File: src/rtl/robot_link_pkg.sv
// Shared definitions for the robot serial link (sensor RX and motor TX paths).
package robot_link_pkg;

    typedef enum logic [2:0] {
        HUNT,
        LEN,
        ID,
        VAL,
        CSUM
    } parser_state_t;

    typedef enum logic [1:0] {
        RX_IDLE,
        RX_START,
        RX_DATA,
        RX_STOP
    } uart_state_t;

    localparam logic [7:0] STREAM_HEADER   = 8'd19;
    localparam logic [7:0] PKT_BUMPS_DROPS = 8'd7;
    localparam logic [7:0] PKT_WALL        = 8'd8;

    localparam int DEFAULT_CLKS_PER_BIT = 434;

endpackage

File: src/rtl/uart_rx.sv
// 8N1 UART receiver: synchronises the line, samples mid-bit, flags framing errors.
module uart_rx
    import robot_link_pkg::*;
#(
    parameter int CLKS_PER_BIT = DEFAULT_CLKS_PER_BIT
) (
    input  logic       clk,
    input  logic       rst,
    input  logic       rx,
    output logic [7:0] data,
    output logic       byte_valid,
    output logic       rx_ferr
);

    localparam int CNT_W = (CLKS_PER_BIT > 2) ? $clog2(CLKS_PER_BIT) : 1;
    localparam logic [CNT_W-1:0] BIT_END  = CNT_W'(CLKS_PER_BIT - 1);
    localparam logic [CNT_W-1:0] HALF_END = CNT_W'(CLKS_PER_BIT / 2 - 1);

    uart_state_t      state, state_next;
    logic             rx_meta, rx_sync, rx_prev;
    logic [CNT_W-1:0] cnt;
    logic [2:0]       bit_idx;

    always_ff @(posedge clk or posedge rst) begin
        if (rst) begin
            rx_meta <= 1'b1;
            rx_sync <= 1'b1;
            rx_prev <= 1'b1;
        end else begin
            rx_meta <= rx;
            rx_sync <= rx_meta;
            rx_prev <= rx_sync;
        end
    end

    always_ff @(posedge clk or posedge rst) begin
        if (rst) state <= RX_IDLE;
        else     state <= state_next;
    end

    always_comb begin
        state_next = state;
        case (state)
            RX_IDLE:  if (rx_prev && !rx_sync) state_next = RX_START;
            RX_START: if (cnt == HALF_END) state_next = rx_sync ? RX_IDLE : RX_DATA;
            RX_DATA:  if (cnt == BIT_END && bit_idx == 3'd7) state_next = RX_STOP;
            RX_STOP:  if (cnt == BIT_END) state_next = RX_IDLE;
            default:  state_next = RX_IDLE;
        endcase
    end

    // The counter restarts on every state change, so data bits are timed from the start-bit midpoint.
    always_ff @(posedge clk or posedge rst) begin
        if (rst) begin
            cnt        <= '0;
            bit_idx    <= 3'd0;
            data       <= 8'd0;
            byte_valid <= 1'b0;
            rx_ferr    <= 1'b0;
        end else begin
            if (state == RX_IDLE || state_next != state || cnt == BIT_END)
                cnt <= '0;
            else
                cnt <= cnt + 1'b1;

            if (state == RX_START)
                bit_idx <= 3'd0;
            else if (state == RX_DATA && cnt == BIT_END) begin
                data    <= {rx_sync, data[7:1]};
                bit_idx <= bit_idx + 3'd1;
            end

            byte_valid <= (state == RX_STOP) && (cnt == BIT_END) && rx_sync;
            rx_ferr    <= (state == RX_STOP) && (cnt == BIT_END) && !rx_sync;
        end
    end

endmodule

File: src/rtl/robot_sensor_rx.sv
// Sensor stream receiver: parses checksummed robot frames into bump/drop/wall flags.
module robot_sensor_rx
    import robot_link_pkg::*;
#(
    parameter int CLKS_PER_BIT = DEFAULT_CLKS_PER_BIT,
    parameter int MAX_LEN      = 8,
    parameter int BYTE_TIMEOUT = 50000,
    parameter int LINK_TIMEOUT = 5000000
) (
    input  logic       clk,
    input  logic       rst,
    input  logic       uart_in,
    output logic       bump_right,
    output logic       bump_left,
    output logic       wheel_drop,
    output logic       wall,
    output logic       frame_valid,
    output logic       frame_err,
    output logic [7:0] err_count,
    output logic       link_ok
);

    localparam int IDLE_W = $clog2(BYTE_TIMEOUT + 1);
    localparam int LINK_W = $clog2(LINK_TIMEOUT + 1);
    localparam logic [IDLE_W-1:0] IDLE_MAX = IDLE_W'(BYTE_TIMEOUT);
    localparam logic [LINK_W-1:0] LINK_MAX = LINK_W'(LINK_TIMEOUT);

    logic [7:0]        data;
    logic              byte_valid, rx_ferr;
    parser_state_t     state, state_next;
    logic [7:0]        sum, remaining, csum_total;
    logic              cur_wall, seen_bumps, seen_wall, shadow_wall;
    logic [3:0]        shadow_bumps;
    logic [IDLE_W-1:0] idle_cnt;
    logic [LINK_W-1:0] link_cnt;
    logic              timeout, commit_c, err_c;

    uart_rx #(.CLKS_PER_BIT(CLKS_PER_BIT)) u_uart_rx (
        .clk        (clk),
        .rst        (rst),
        .rx         (uart_in),
        .data       (data),
        .byte_valid (byte_valid),
        .rx_ferr    (rx_ferr)
    );

    assign csum_total = sum + data;
    assign timeout    = (state != HUNT) && !byte_valid && (idle_cnt == IDLE_MAX);

    always_ff @(posedge clk or posedge rst) begin
        if (rst) state <= HUNT;
        else     state <= state_next;
    end

    always_comb begin
        state_next = state;
        commit_c   = 1'b0;
        err_c      = 1'b0;
        if (state != HUNT && (rx_ferr || timeout)) begin
            err_c      = 1'b1;
            state_next = HUNT;
        end else if (byte_valid) begin
            case (state)
                HUNT: if (data == STREAM_HEADER) state_next = LEN;
                LEN: begin
                    if (data == 8'd0 || data[0] || data > 8'(MAX_LEN)) begin
                        err_c      = 1'b1;
                        state_next = HUNT;
                    end else
                        state_next = ID;
                end
                ID: begin
                    if (data == PKT_BUMPS_DROPS || data == PKT_WALL)
                        state_next = VAL;
                    else begin
                        err_c      = 1'b1;
                        state_next = HUNT;
                    end
                end
                VAL:  state_next = (remaining == 8'd1) ? CSUM : ID;
                CSUM: begin
                    commit_c   = (csum_total == 8'd0);
                    err_c      = (csum_total != 8'd0);
                    state_next = HUNT;
                end
                default: state_next = HUNT;
            endcase
        end
    end

    // Accepted bytes are recognised by the transition they cause, so abort paths never touch the datapath.
    always_ff @(posedge clk or posedge rst) begin
        if (rst) begin
            sum          <= 8'd0;
            remaining    <= 8'd0;
            cur_wall     <= 1'b0;
            seen_bumps   <= 1'b0;
            seen_wall    <= 1'b0;
            shadow_bumps <= 4'd0;
            shadow_wall  <= 1'b0;
            bump_right   <= 1'b0;
            bump_left    <= 1'b0;
            wheel_drop   <= 1'b0;
            wall         <= 1'b0;
        end else begin
            case (state)
                HUNT: if (state_next == LEN) begin
                    sum        <= data;
                    seen_bumps <= 1'b0;
                    seen_wall  <= 1'b0;
                end
                LEN: if (state_next == ID) begin
                    remaining <= data;
                    sum       <= sum + data;
                end
                ID: if (state_next == VAL) begin
                    cur_wall  <= (data == PKT_WALL);
                    sum       <= sum + data;
                    remaining <= remaining - 8'd1;
                end
                VAL: if (state_next == ID || state_next == CSUM) begin
                    if (cur_wall) begin
                        shadow_wall <= data[0];
                        seen_wall   <= 1'b1;
                    end else begin
                        shadow_bumps <= data[3:0];
                        seen_bumps   <= 1'b1;
                    end
                    sum       <= sum + data;
                    remaining <= remaining - 8'd1;
                end
                default: ;
            endcase

            if (commit_c) begin
                if (seen_bumps) begin
                    bump_right <= shadow_bumps[0];
                    bump_left  <= shadow_bumps[1];
                    wheel_drop <= shadow_bumps[2] | shadow_bumps[3];
                end
                if (seen_wall)
                    wall <= shadow_wall;
            end
        end
    end

    always_ff @(posedge clk or posedge rst) begin
        if (rst) begin
            frame_valid <= 1'b0;
            frame_err   <= 1'b0;
            err_count   <= 8'd0;
            idle_cnt    <= '0;
            link_cnt    <= '0;
            link_ok     <= 1'b0;
        end else begin
            frame_valid <= commit_c;
            frame_err   <= err_c;
            if (err_c && err_count != 8'hFF)
                err_count <= err_count + 8'd1;

            if (state == HUNT || byte_valid)
                idle_cnt <= '0;
            else if (idle_cnt != IDLE_MAX)
                idle_cnt <= idle_cnt + 1'b1;

            if (commit_c) begin
                link_ok  <= 1'b1;
                link_cnt <= '0;
            end else if (link_cnt == LINK_MAX)
                link_ok <= 1'b0;
            else
                link_cnt <= link_cnt + 1'b1;
        end
    end

endmodule

File: config.mk
export PLATFORM = sky130hd
export DESIGN_NAME = robot_sensor_rx
export DESIGN_NICKNAME = d
export VERILOG_FILES = /design/src/rtl/robot_link_pkg.sv /design/src/rtl/uart_rx.sv /design/src/rtl/robot_sensor_rx.sv
export SDC_FILE = /design/constraint.sdc
export NUM_CORES = 1
export LEC_CHECK = 0
export ABC_CLOCK_PERIOD_IN_PS = 6800
export BUFFER_PORTS_ARGS = -buffer_cell sky130_fd_sc_hd__buf_2
export CORE_UTILIZATION = 55
export DETAILED_ROUTE_END_ITERATION = 10
export GPL_TIMING_DRIVEN = 0
export PLACE_DENSITY = 0.73
export RECOVER_POWER = 100
export SLEW_MARGIN = 20
export SYNTH_ARGS = -nofsm -noshare
export SYNTH_HDL_FRONTEND = slang
export SYNTH_SLANG_ARGS = --single-unit
File: constraint.sdc
create_clock -name clk -period 6.8 [get_ports clk]
set_clock_uncertainty 0.15 [all_clocks]
set_input_delay 0.68 -clock clk [delete_from_list [all_inputs] [get_ports clk]]
set_output_delay 0.68 -clock clk [all_outputs]
set_load 0.05 [all_outputs]
==> results by group <==
Status
  • Outcome: finished with violations
  • Violated checks: max-capacitance violations, max-slew violations

Clock network
  • Clk root buf: clkbuf_8
  • CTS Buf Count: 9
  • CTS Sinks: 108
  • PostCTS Resize Cnt: 0
  • CTS max path bufs: 2
  • Hold Buf Count CTS: 0
  • Clock transition at path regs: ~100 ps
  • CTS tree: yes
  • Later-pin clock latency in the skew report: 380 ps
  • Postcts setup bufs: 0
  • H-tree depth: 3

Critical path
  • CP Data Arrival Time: 4020 ps
  • Crit-path leading delay family: simple AND/OR/NAND/NOR gates
  • Critical path class: reg -> reg
  • Chain of cells forming the critical path: ha_1 -> fa_1 -> a211oi_1 -> o21bai_1 -> a221oi_1 -> nand3_1 -> nor3_1 -> nand2_1 -> mux2_2
  • CP bufs+invs: 0
  • Critical-path maximum fanout: 9
  • CP max-delay cell: nor3_1
  • CP Data Required Time: 6920 ps
  • Worst Setup End Kind: flop
  • Startpoint types: flop
  • Slowest stage delay, CP: about 850 ps

Drt
  • ANT nets after route: 0
  • # DRC: 0
  • DRT Pass-1 Iters: 4
  • Starting DRC count in detailed routing: between 200 and 300
  • Total Wirelength: 11700 um
  • DR vias: 4492
  • Wire length per cell: about 15 um
  • Vias per cell: 5.796

Pwr
  • Seq pwr share: between 60% and 70%
  • Comb power frac: 5.6%
  • Clk pwr share: roughly a third
  • Power, Total: 0.001095 W
  • Net Switching: around 0.00028 W
  • Maximum vdd ir drop: 0.1384 mV
  • P_leak: 2.869 nW
  • Switching Share: 25.38%
  • Power Density: 170.3 nW/um2
  • Int Power: 0.0008170 W

Synth
  • Post-synth design cell area: between 6000 and 7000 um2
  • Synth top area share: 43.35%
  • Seq cells post-synth: between 100 and 150
  • Mapped Avg Cell Area: 10.02 um2
  • Cells after Synth: 605
  • Post-synth top area cell: dfrtp_1
  • Yosys Warn Count: 0
  • Syn nets: ~630
  • Asr flop ratio synth: 100.0%
  • Main synth FF type: dfrtp_1
  • Synth area leaders: dfrtp_1, nor2_1, xnor2_1, ha_1, mux2_2
  • Post-synthesis sequential area ratio: 44.65%
  • Post-synth EDFFs: 0
  • Post-synth cell types: 85

Floorplanning
  • Core area: between 10000 and 15000 um2
  • Die ar.: 11440 um2
  • Initial Util: about 58%
  • # IOs: 18
  • Row cnt: 37
  • Die width: 107.0 um
  • Die Y: about 110 um

Layout
  • Most frequent cells in the layout: dfrtp_1, nor2_1, nand2_1
  • Final nets: 657
  • Share of post-route cells with drive strength above 1: 11.58%
  • Post-route core utilization: approximately three fifths
  • Commonest non-fill, non-tap cell in the layout: dfrtp_1
  • Post-route insts no fill: 775
  • Fillers: 940
  • Area Growth Syn to Fin: 6.090%
  • Number of diodes: 0

Place
  • Dpl hpwl: between 8000 and 9000 um
  • Placed Cells: between 700 and 800
  • Pre-CTS WS: 3186 ps
  • Port Buf Inserts: 17
  • Gpl congestion: 0.8760

STA
  • Setup ws final: 2905 ps
  • Maximum clock rate: between 0.2 and 0.3 GHz
  • Final setup violation count: 0
  • Crit share post-route: 57.29%
  • Unrepaired setup endpoints after global routing: no
  • Final worst path period need: about 3900 ps
  • Final slew viol count: 47
  • Slew @ Worst Pin: roughly 2100 ps
  • Relative slew slack: -41.23%
  • Setup TNS: 0 ps
  • Final hold violation count: 0

GRT
  • First-pass GRT wire length: 20830 um
  • Vias in the first global route: ~4600
  • Antenna violations before repair: 0
  • Gr usage total: 22.70%
  • Grt ovf: 0
  • Largest net degree at the start of global routing: 63

Flow run
  • Number of max-cap violations: 1

Hold path
  • Worst hold path type: reg -> reg
## metrics by stage
step | area [um2] | hold WS [ps]
final | 6430 | 216.1
after global routing | 6430 | 215.2
after CTS | 6521 | 160.2
after detailed placement | 6349 | 197.6
after global placement | 6316 | 196.1
after floorplan | 6061 | 195.2
## flip-flops by register name (all words and copies together), names as in the netlist, 2 cells and up
name and flops:
state 3, shadow_bumps 4, err_count 8, u_uart_rx.data 8
u_uart_rx.state 2, idle_cnt 16, sum 8, u_uart_rx.bit_idx 3
u_uart_rx.cnt 9, remaining 8, link_cnt 23
## synth_stat cells, drive strengths merged (3+ instances only)
library cell	instances
a21o	3
nor2	78
nand4	10
or2	9
nor3b	5
buf	7
nor2b	5
o21ai	23
a211o	3
dfstp	3
nor3	18
mux2	30
and4	3
or3	7
clkbuf	14
inv	28
o21bai	3
nor4	3
nor4b	8
nand3b	3
o31ai	3
a21oi	16
nand2	39
or4	5
nand4b	3
and2	6
o22ai	4
xor2	22
dfrtp	105
ha	19
a211oi	6
nand3	28
nor4bb	5
xnor2	28
and3	8
o22a	4
a31oi	7
nand2b	4
## routing by layer
layer  vias to the layer above  track usage [%]  share of wire [%]
met1                      2204            29.51                 48
met5                         -                0                  0
met4                         0            7.241                1.6
li1                       2200                -                  -
met3                        17            5.106                3.0
met2                        71            37.65                 48
## worst paths after layout
check                             startpoint                 to  slack (ps)  cells past startpoint
setup / recovery           u_uart_rx.data[0]         bump_right        2900                      9
min in group asynchronous                rst       link_cnt[12]         690                      2
hold / removal             u_uart_rx.rx_meta  u_uart_rx.rx_sync         220                      0
max in group asynchronous                rst  u_uart_rx.rx_meta        4760                      3
setup reg to reg           u_uart_rx.data[0]         bump_right        2900                      9
hold reg to reg            u_uart_rx.rx_meta  u_uart_rx.rx_sync         220                      0
## power by group through the flow
stage	combinational [W]	clock (W)	sequential, W
floorplan	0.0000491	0	0.000685
global placement	0.0000592	0	0.000689
detailed placement	0.0000639	0	0.000689
CTS	0.0000637	0.000369	0.000677
global route	0.0000737	0.000396	0.000680
finish	0.0000613	0.000356	0.000678
## cell families after synthesis
family / Yosys count / share of synthesized area [%]
flops: 108 / 44.65
xor+xnor: 50 / 7.225
simple gates: 254 / 22.61
fa+ha+maj: 20 / 4.253
buf+inv: 49 / 4.005
mux: 31 / 6.358
compound gates: 93 / 10.90
## worst register-to-register path, cell delays in order (launching register included)
cell and delay (ps):
dfrtp_1 490, ha_1 280, fa_1 400, a211oi_1 380, o21bai_1 160, a221oi_1 310, nand3_1 180, nor3_1 850
nand2_1 260, mux2_2 330
## final cells by class
cell class / instances / area [um2] / area share (%)
clock buffers: 9 / 123.9 / 1.926
multi-input cells: 448 / 3058 / 47.56
repair buffers: 18 / 93.84 / 1.459
plain buffers: 21 / 122.6 / 1.907
flip-flops and latches: 108 / 2706 / 42.09
inverters: 28 / 106.4 / 1.654
well taps: 136 / 170.2 / 2.646
clock inverters: 7 / 48.80 / 0.7589
No activity file was read; power rests on OpenSTA's default activity.
